**src/rtl/fetch_unit.sv**
```systemverilog
// Instruction fetch stage: one word per cycle from synchronous IMEM, with stall hold slot and epoch-tagged branch redirect.
// Optional macro FETCH_PC_OUT_EN adds the ARM-visible pc_out path (fetch address + 8); otherwise pc_out is tied to zero.
module fetch_unit #(
    parameter logic [31:0] RESET_PC = 32'h0000_0000,
    parameter int          IMEM_AW  = 11
) (
    input  logic               clk,
    input  logic               rst,
    input  logic               sel_stall,
    input  logic               branch_taken,
    input  logic [31:0]        branch_addr,
    output logic               imem_en,
    output logic [IMEM_AW-1:0] imem_addr,
    input  logic [31:0]        imem_rdata,
    output logic [31:0]        instr_out,
    output logic               branch_out,
    output logic               branch_ref,
    output logic [31:0]        pc_out
);

    localparam logic [31:0] NOP = 32'hE320_F000;

    logic [31:0] pc_q, pc_d;
    logic        epoch_q, epoch_d;
    logic        inflight_v_q, inflight_v_d;
    logic        inflight_tag_q, inflight_tag_d;
    logic        hold_v_q, hold_v_d;
    logic [31:0] hold_instr_q, hold_instr_d;
    logic        hold_tag_q, hold_tag_d;
`ifdef FETCH_PC_OUT_EN
    logic [31:0] inflight_pc_q, inflight_pc_d;
    logic [31:0] hold_pc_q, hold_pc_d;
`endif

    assign imem_en    = !rst && !sel_stall && !branch_taken;
    assign imem_addr  = pc_q[IMEM_AW+1:2];
    assign branch_ref = epoch_q;

    // Presented instruction: the held word wins over the word just returned from memory.
    always_comb begin
        instr_out  = NOP;
        branch_out = epoch_q;
        pc_out     = 32'h0;
        if (hold_v_q) begin
            instr_out  = hold_instr_q;
            branch_out = hold_tag_q;
`ifdef FETCH_PC_OUT_EN
            pc_out     = hold_pc_q;
`endif
        end else if (inflight_v_q) begin
            instr_out  = imem_rdata;
            branch_out = inflight_tag_q;
`ifdef FETCH_PC_OUT_EN
            pc_out     = inflight_pc_q + 32'd8;
`endif
        end
    end

    always_comb begin
        pc_d           = pc_q;
        epoch_d        = epoch_q;
        inflight_v_d   = imem_en;
        inflight_tag_d = inflight_tag_q;
        hold_v_d       = hold_v_q;
        hold_instr_d   = hold_instr_q;
        hold_tag_d     = hold_tag_q;
`ifdef FETCH_PC_OUT_EN
        inflight_pc_d  = inflight_pc_q;
        hold_pc_d      = hold_pc_q;
`endif
        if (imem_en) begin
            pc_d           = pc_q + 32'd4;
            inflight_tag_d = epoch_q;
`ifdef FETCH_PC_OUT_EN
            inflight_pc_d  = pc_q;
`endif
        end
        // A redirect squashes everything younger, including a word parked by a concurrent stall.
        if (branch_taken) begin
            pc_d     = branch_addr;
            epoch_d  = ~epoch_q;
            hold_v_d = 1'b0;
        end else if (sel_stall) begin
            if (!hold_v_q) begin
                hold_v_d     = 1'b1;
                hold_instr_d = instr_out;
                hold_tag_d   = branch_out;
`ifdef FETCH_PC_OUT_EN
                hold_pc_d    = pc_out;
`endif
            end
        end else begin
            hold_v_d = 1'b0;
        end
    end

    always_ff @(posedge clk) begin
        if (rst) begin
            pc_q           <= RESET_PC;
            epoch_q        <= 1'b0;
            inflight_v_q   <= 1'b0;
            inflight_tag_q <= 1'b0;
            hold_v_q       <= 1'b0;
            hold_instr_q   <= NOP;
            hold_tag_q     <= 1'b0;
`ifdef FETCH_PC_OUT_EN
            inflight_pc_q  <= 32'h0;
            hold_pc_q      <= 32'h0;
`endif
        end else begin
            pc_q           <= pc_d;
            epoch_q        <= epoch_d;
            inflight_v_q   <= inflight_v_d;
            inflight_tag_q <= inflight_tag_d;
            hold_v_q       <= hold_v_d;
            hold_instr_q   <= hold_instr_d;
            hold_tag_q     <= hold_tag_d;
`ifdef FETCH_PC_OUT_EN
            inflight_pc_q  <= inflight_pc_d;
            hold_pc_q      <= hold_pc_d;
`endif
        end
    end

endmodule
```
**config.mk**
```make
export PLATFORM = sky130hd
export DESIGN_NAME = fetch_unit
export DESIGN_NICKNAME = d
export VERILOG_FILES = /design/src/rtl/fetch_unit.sv
export SDC_FILE = /design/constraint.sdc
export NUM_CORES = 1
export LEC_CHECK = 0
export CAP_MARGIN = 25
export CORE_ASPECT_RATIO = 0.9
export CORE_MARGIN = 10
export CORE_UTILIZATION = 35
export DETAILED_ROUTE_END_ITERATION = 6
export PLACE_DENSITY = 0.82
export SYNTH_ARGS = -nofsm -noshare
export SYNTH_HDL_FRONTEND = slang
export SYNTH_SLANG_ARGS = --single-unit
```
**constraint.sdc**
```tcl
create_clock -name clk -period 1.4 [get_ports clk]
set_input_delay 0.28 -clock clk [delete_from_list [all_inputs] [get_ports clk]]
set_output_delay 0.28 -clock clk [all_outputs]
set_load 0.01 [all_outputs]
```
; ---- After elaboration in Yosys (flattened, before gate mapping)
; Index checks and enable logic that the tools add are counted.
[classes]
addsub = 1
n_mux = 7
n_bitwise = 3
reduce_logical = 8
[op_table]
columns = operator, count
row1 = two-way mux 32 bit, 4
row2 = "adder 32 x 3 -> 32 bit, second input constant", 1
row3 = zero test 1 bit, 3
row4 = two-way mux 1 bit, 3
row5 = inverter 1 bit, 3
row6 = AND reduction 3 bit, 1
row7 = logical AND 1 bit, 2
row8 = nonzero test 2 bit, 1
row9 = OR reduction 2 bit, 1
[word_totals]
ff_bits = 69
input_bits = 68
out_inout_bits = 78

; ---- Depth between registers and ports, before layout
[logic_depth]
ltp_word = 5
mapped_depth = 6
ltp_nobuf = 5

; ---- Worst setup path before layout
; Ideal clock, no wire load.
[synth_timing]
path_type = register to register
start = reg pc_q[2]
end = reg pc_q[8]
arrival_time_ns = 1.339
path_slack_ns = -0.010
path_stages_with_launch = 6
path_buffers = 0
path_cell_list = dfxtp_1 ha_1 nand2b_1 or3_1 a21o_1 a21oi_1
[synth_via]
elab_chain_cells = 3
[synth_lines]
columns = element, line_no
row1 = from (decl), 23  ; logic [31:0] pc_q, pc_d;
row2 = from (signal assigned), 111  ; pc_q <= pc_d;
row3 = adder 32 x 3 -> 32 bit, 72  ; pc_d = pc_q + 32'd4;
row4 = two-way mux 32 bit, 71  ; if (imem_en) begin
row5 = two-way mux 32 bit, 79  ; if (branch_taken) begin
; No other way between the ends. The select of a mux whose other input is x is not followed.
; A chain may end at the register's enable or synchronous reset.

; ---- Final worst setup path
[layout_timing]
start = reg inflight_v_q
end = out instr_out[10]
[layout_via]
elab_chain_cells = 2
[layout_lines]
columns = element, line_no
row1 = from (decl), 25  ; logic inflight_v_q, inflight_v_d;
row2 = from (signal assigned), 113  ; inflight_v_q <= inflight_v_d;
row3 = two-way mux 32 bit, 50  ; end else if (inflight_v_q) begin
row4 = two-way mux 32 bit, 44  ; if (hold_v_q) begin
row5 = to (decl), 15  ; output logic [31:0] instr_out,
; No other way between the ends.

==> results.json <==
{
  "violations": "negative setup slack",
  "cpLargestDelayFamily": "buffers and inverters",
  "swShare": 0.2502,
  "drt-total-wl_um": 8013,
  "cp_num_buf_inv": 3,
  "row_count": 29,
  "ys.flop_type": "dfxtp_1",
  "combPwrFrac": 0.226,
  "nNetsFinal": 514,
  "fin_util": 0.5839,
  "crit_arrival_ns": 1.37,
  "path_cells": "nor2b_4 -> buf_12 -> buf_16 -> a22o_1 -> buf_2",
  "yosysWarnings": 0,
  "end_kind": "output port",
  "synth_simple_gate_area_frac": 0.1454,
  "dpl.hpwl_um": 5360,
  "firstDrtPassIters": 4,
  "crit_type": "flip-flop to output port",
  "critPathRequiredTime_ns": 1.12,
  "boundaryPins": 146,
  "synth_compound_area_frac": 0.1650,
  "p_leak_nw": 1.942,
  "path_max_fanout": 6,
  "setup_violations": 66,
  "cap_viol_max_count": 0,
  "clock_path_buffers": 2,
  "synth.largest_area_cell": "dfxtp_1",
  "die_h_um": 101.1,
  "syn_to_final_growth_pct": 61.62,
  "antenna_left": 0,
  "syn_area_um2": 2556,
  "coreArea_um2": 7076,
  "min_period_ns": 1.654,
  "synthCells": 294,
  "synth_top_family_by_area": "compound AO/OA/AOI/OAI gates",
  "maxSlewViolCount": 0,
  "cp-start-kind": "flip-flop",
  "ys_types": 33,
  "synth-edff-count": 0,
  "synth_xor_xnor_area_share": 0.03426,
  "hold_path.class": "primary input to flip-flop",
  "grt_pass1_vias": 2545,
  "grt-ovfl-total": 0,
  "finalHoldViolCount": 0,
  "remaining_drc_errors": 0,
  "clock_latency_ns": 0.29,
  "final_cell_mix": "buf_4 (57), nor2_1 (49), clkdlybuf4s50_1 (43)",
  "yosys.area_share.adder": 0.004895,
  "antenna_found_initial": 0,
  "ys_seq_elements": 48,
  "p_sw_uw": 818.5,
  "clk_pin_slew_ns": 0.08,
  "grt_pass1_wl_um": 12140,
  "final_common_cell": "buf_4",
  "place.gp.congestion": 0.7801,
  "htree_levels": 2,
  "grt_max_degree": 48,
  "diodes": 0,
  "synth_async_sr_flop_share": 0,
  "p_int_mw": 2.452,
  "die_w_um": 110.1,
  "yosys-top-cells-area": "dfxtp_1 (38%), mux2i_1 (11%), buf_4 (9.7%), nor2_1 (8.1%), a22o_1 (7.5%)",
  "via_per_inst": 4.610,
  "numCtsBuffers": 5,
  "worst_slack_ns": -0.2539,
  "drive_gt1_frac": 0.3296,
  "crit_slowest_cell": "dfxtp_2",
  "synth_top_area_frac": 0.3759,
  "peakVddDrop_v": 0.0006079,
  "status": "finished, violations left",
  "slowest_delay_ns": 0.33,
  "numClockSinks": 48,
  "grt_use_total": 0.1332,
  "cts-root-buf": "clkbuf_8",
  "finalCritPeriodShare": 1.181,
  "drt_iter0_drc": 45,
  "syn_area_per_cell_um2": 8.695,
  "muxShareOfSynthArea": 0.1136,
  "rsz0062_at_grt": "yes",
  "dp_slack_ns": -0.5600,
  "portBuffers": 92,
  "num_vias": 2485,
  "fmax_mhz": 604.6,
  "seq_area_frac_synth": 0.3759,
  "dieArea_um2": 11130,
  "power_density_nw_per_um2": 791.7,
  "avgRoutedWirePerCell_um": 14.87,
  "cts_hold_buf": 0,
  "initial_core_util": 0.3613,
  "cts_tree": "yes",
  "power_frac_clock": 0.329,
  "fin_worst_skew_ns": 0.006124,
  "power.share.sequential": 0.445
}
==> power by group through the flow <==
stage / Clock (mW) / Combinational (mW) / Sequential (mW)
after floorplan: 0 / 0.361 / 1.49
after global placement: 0 / 0.636 / 1.48
after detailed placement: 0 / 0.645 / 1.49
after CTS: 1.12 / 0.712 / 1.45
after global routing: 1.18 / 0.804 / 1.46
final: 1.08 / 0.740 / 1.45
==> stage by stage <==
step | setup TNS, ns | area, µm² | hold WS (ns) | power, mW | cells
floorplan | 0 | 2674 | 0.4226 | 1.855 | 325
global placement | -26.30 | 3630 | 0.4740 | 2.119 | 491
detailed placement | -28.03 | 3630 | 0.4838 | 2.130 | 491
CTS | -12.74 | 4025 | 0.4488 | 3.282 | 532
global route | -16.72 | 4131 | 0.4918 | 3.451 | 539
finish | -11.18 | 4131 | 0.4736 | 3.271 | 539
==> Yosys cell counts, types with 3 or more instances <==
cell type   n
mux2i_1    29
a211o_1    10
a21oi_1    18
buf_2       8
dfxtp_1    48
clkbuf_1    7
buf_6       3
buf_4      33
nand2_1     6
xnor2_1     5
nor2_1     55
a22o_1     22
o22ai_1     3
xor2_1      5
inv_1      15
==> cell type report <==
cell class | instances | area [µm²]
inverter | 15 | 56.30
sequential | 48 | 974.7
multi-input combinational | 210 | 1401
fill | 646 | 2944
timing repair buffer | 165 | 1456
tap | 93 | 116.4
clock inverter | 1 | 30.03
clock buffer | 7 | 96.34
==> state kept, by name, summed over array words and instances, names as in the netlist <==
name	flops
inflight_v_q	1
hold_tag_q	1
branch_ref	1
hold_instr_q	32
inflight_tag_q	1
pc_q	11
hold_v_q	1
==> worst register-to-register path, cell delays in order (launching register included) <==
cell       delay (ns)
dfxtp_4          0.38
buf_4            0.14
buf_8            0.13
nor3b_4          0.26
buf_6            0.16
clkbuf_16        0.15
nor2_1           0.04
a211o_1          0.25
==> per-layer routing <==
metal  vias to the layer above  track usage  routed length [µm]
met3                         6      0.04795                 734
li1                       1236            -                   -
met2                        77       0.2433                4179
met5                         -            0                   0
met4                         0      0.02700                  42
met1                      1166       0.1429                3057
==> worst paths after layout <==
path                            cells after the start  slack (ns)                to            start
worst max register to register                      7       -0.22  hold_instr_q[13]         hold_v_q
worst min-delay path                                5        0.47      inflight_v_q              rst
worst min register to register                      2        0.50   hold_instr_q[2]  hold_instr_q[2]
worst max-delay path                                5       -0.25     instr_out[10]     inflight_v_q
==> logic make-up after synthesis <==
group	Yosys count
AOI/OAI and AO/OA	58
xor gates and xnor gates	10
adders and majority gates	1
buffers and inverters	67
DFF	48
muxes	29
other	1
and+or+nand+nor	80
==> timing repair <==
item | in CTS | in global routing
hold endpoints to repair | 0 | 0
gates cloned | 4 | 1
resized for setup | 189 | 17
buffers inserted | 29 | 9
setup endpoints to repair | 80 | 68
pin swaps | 25 | 8
No activity file was read; power rests on OpenSTA's default activity.
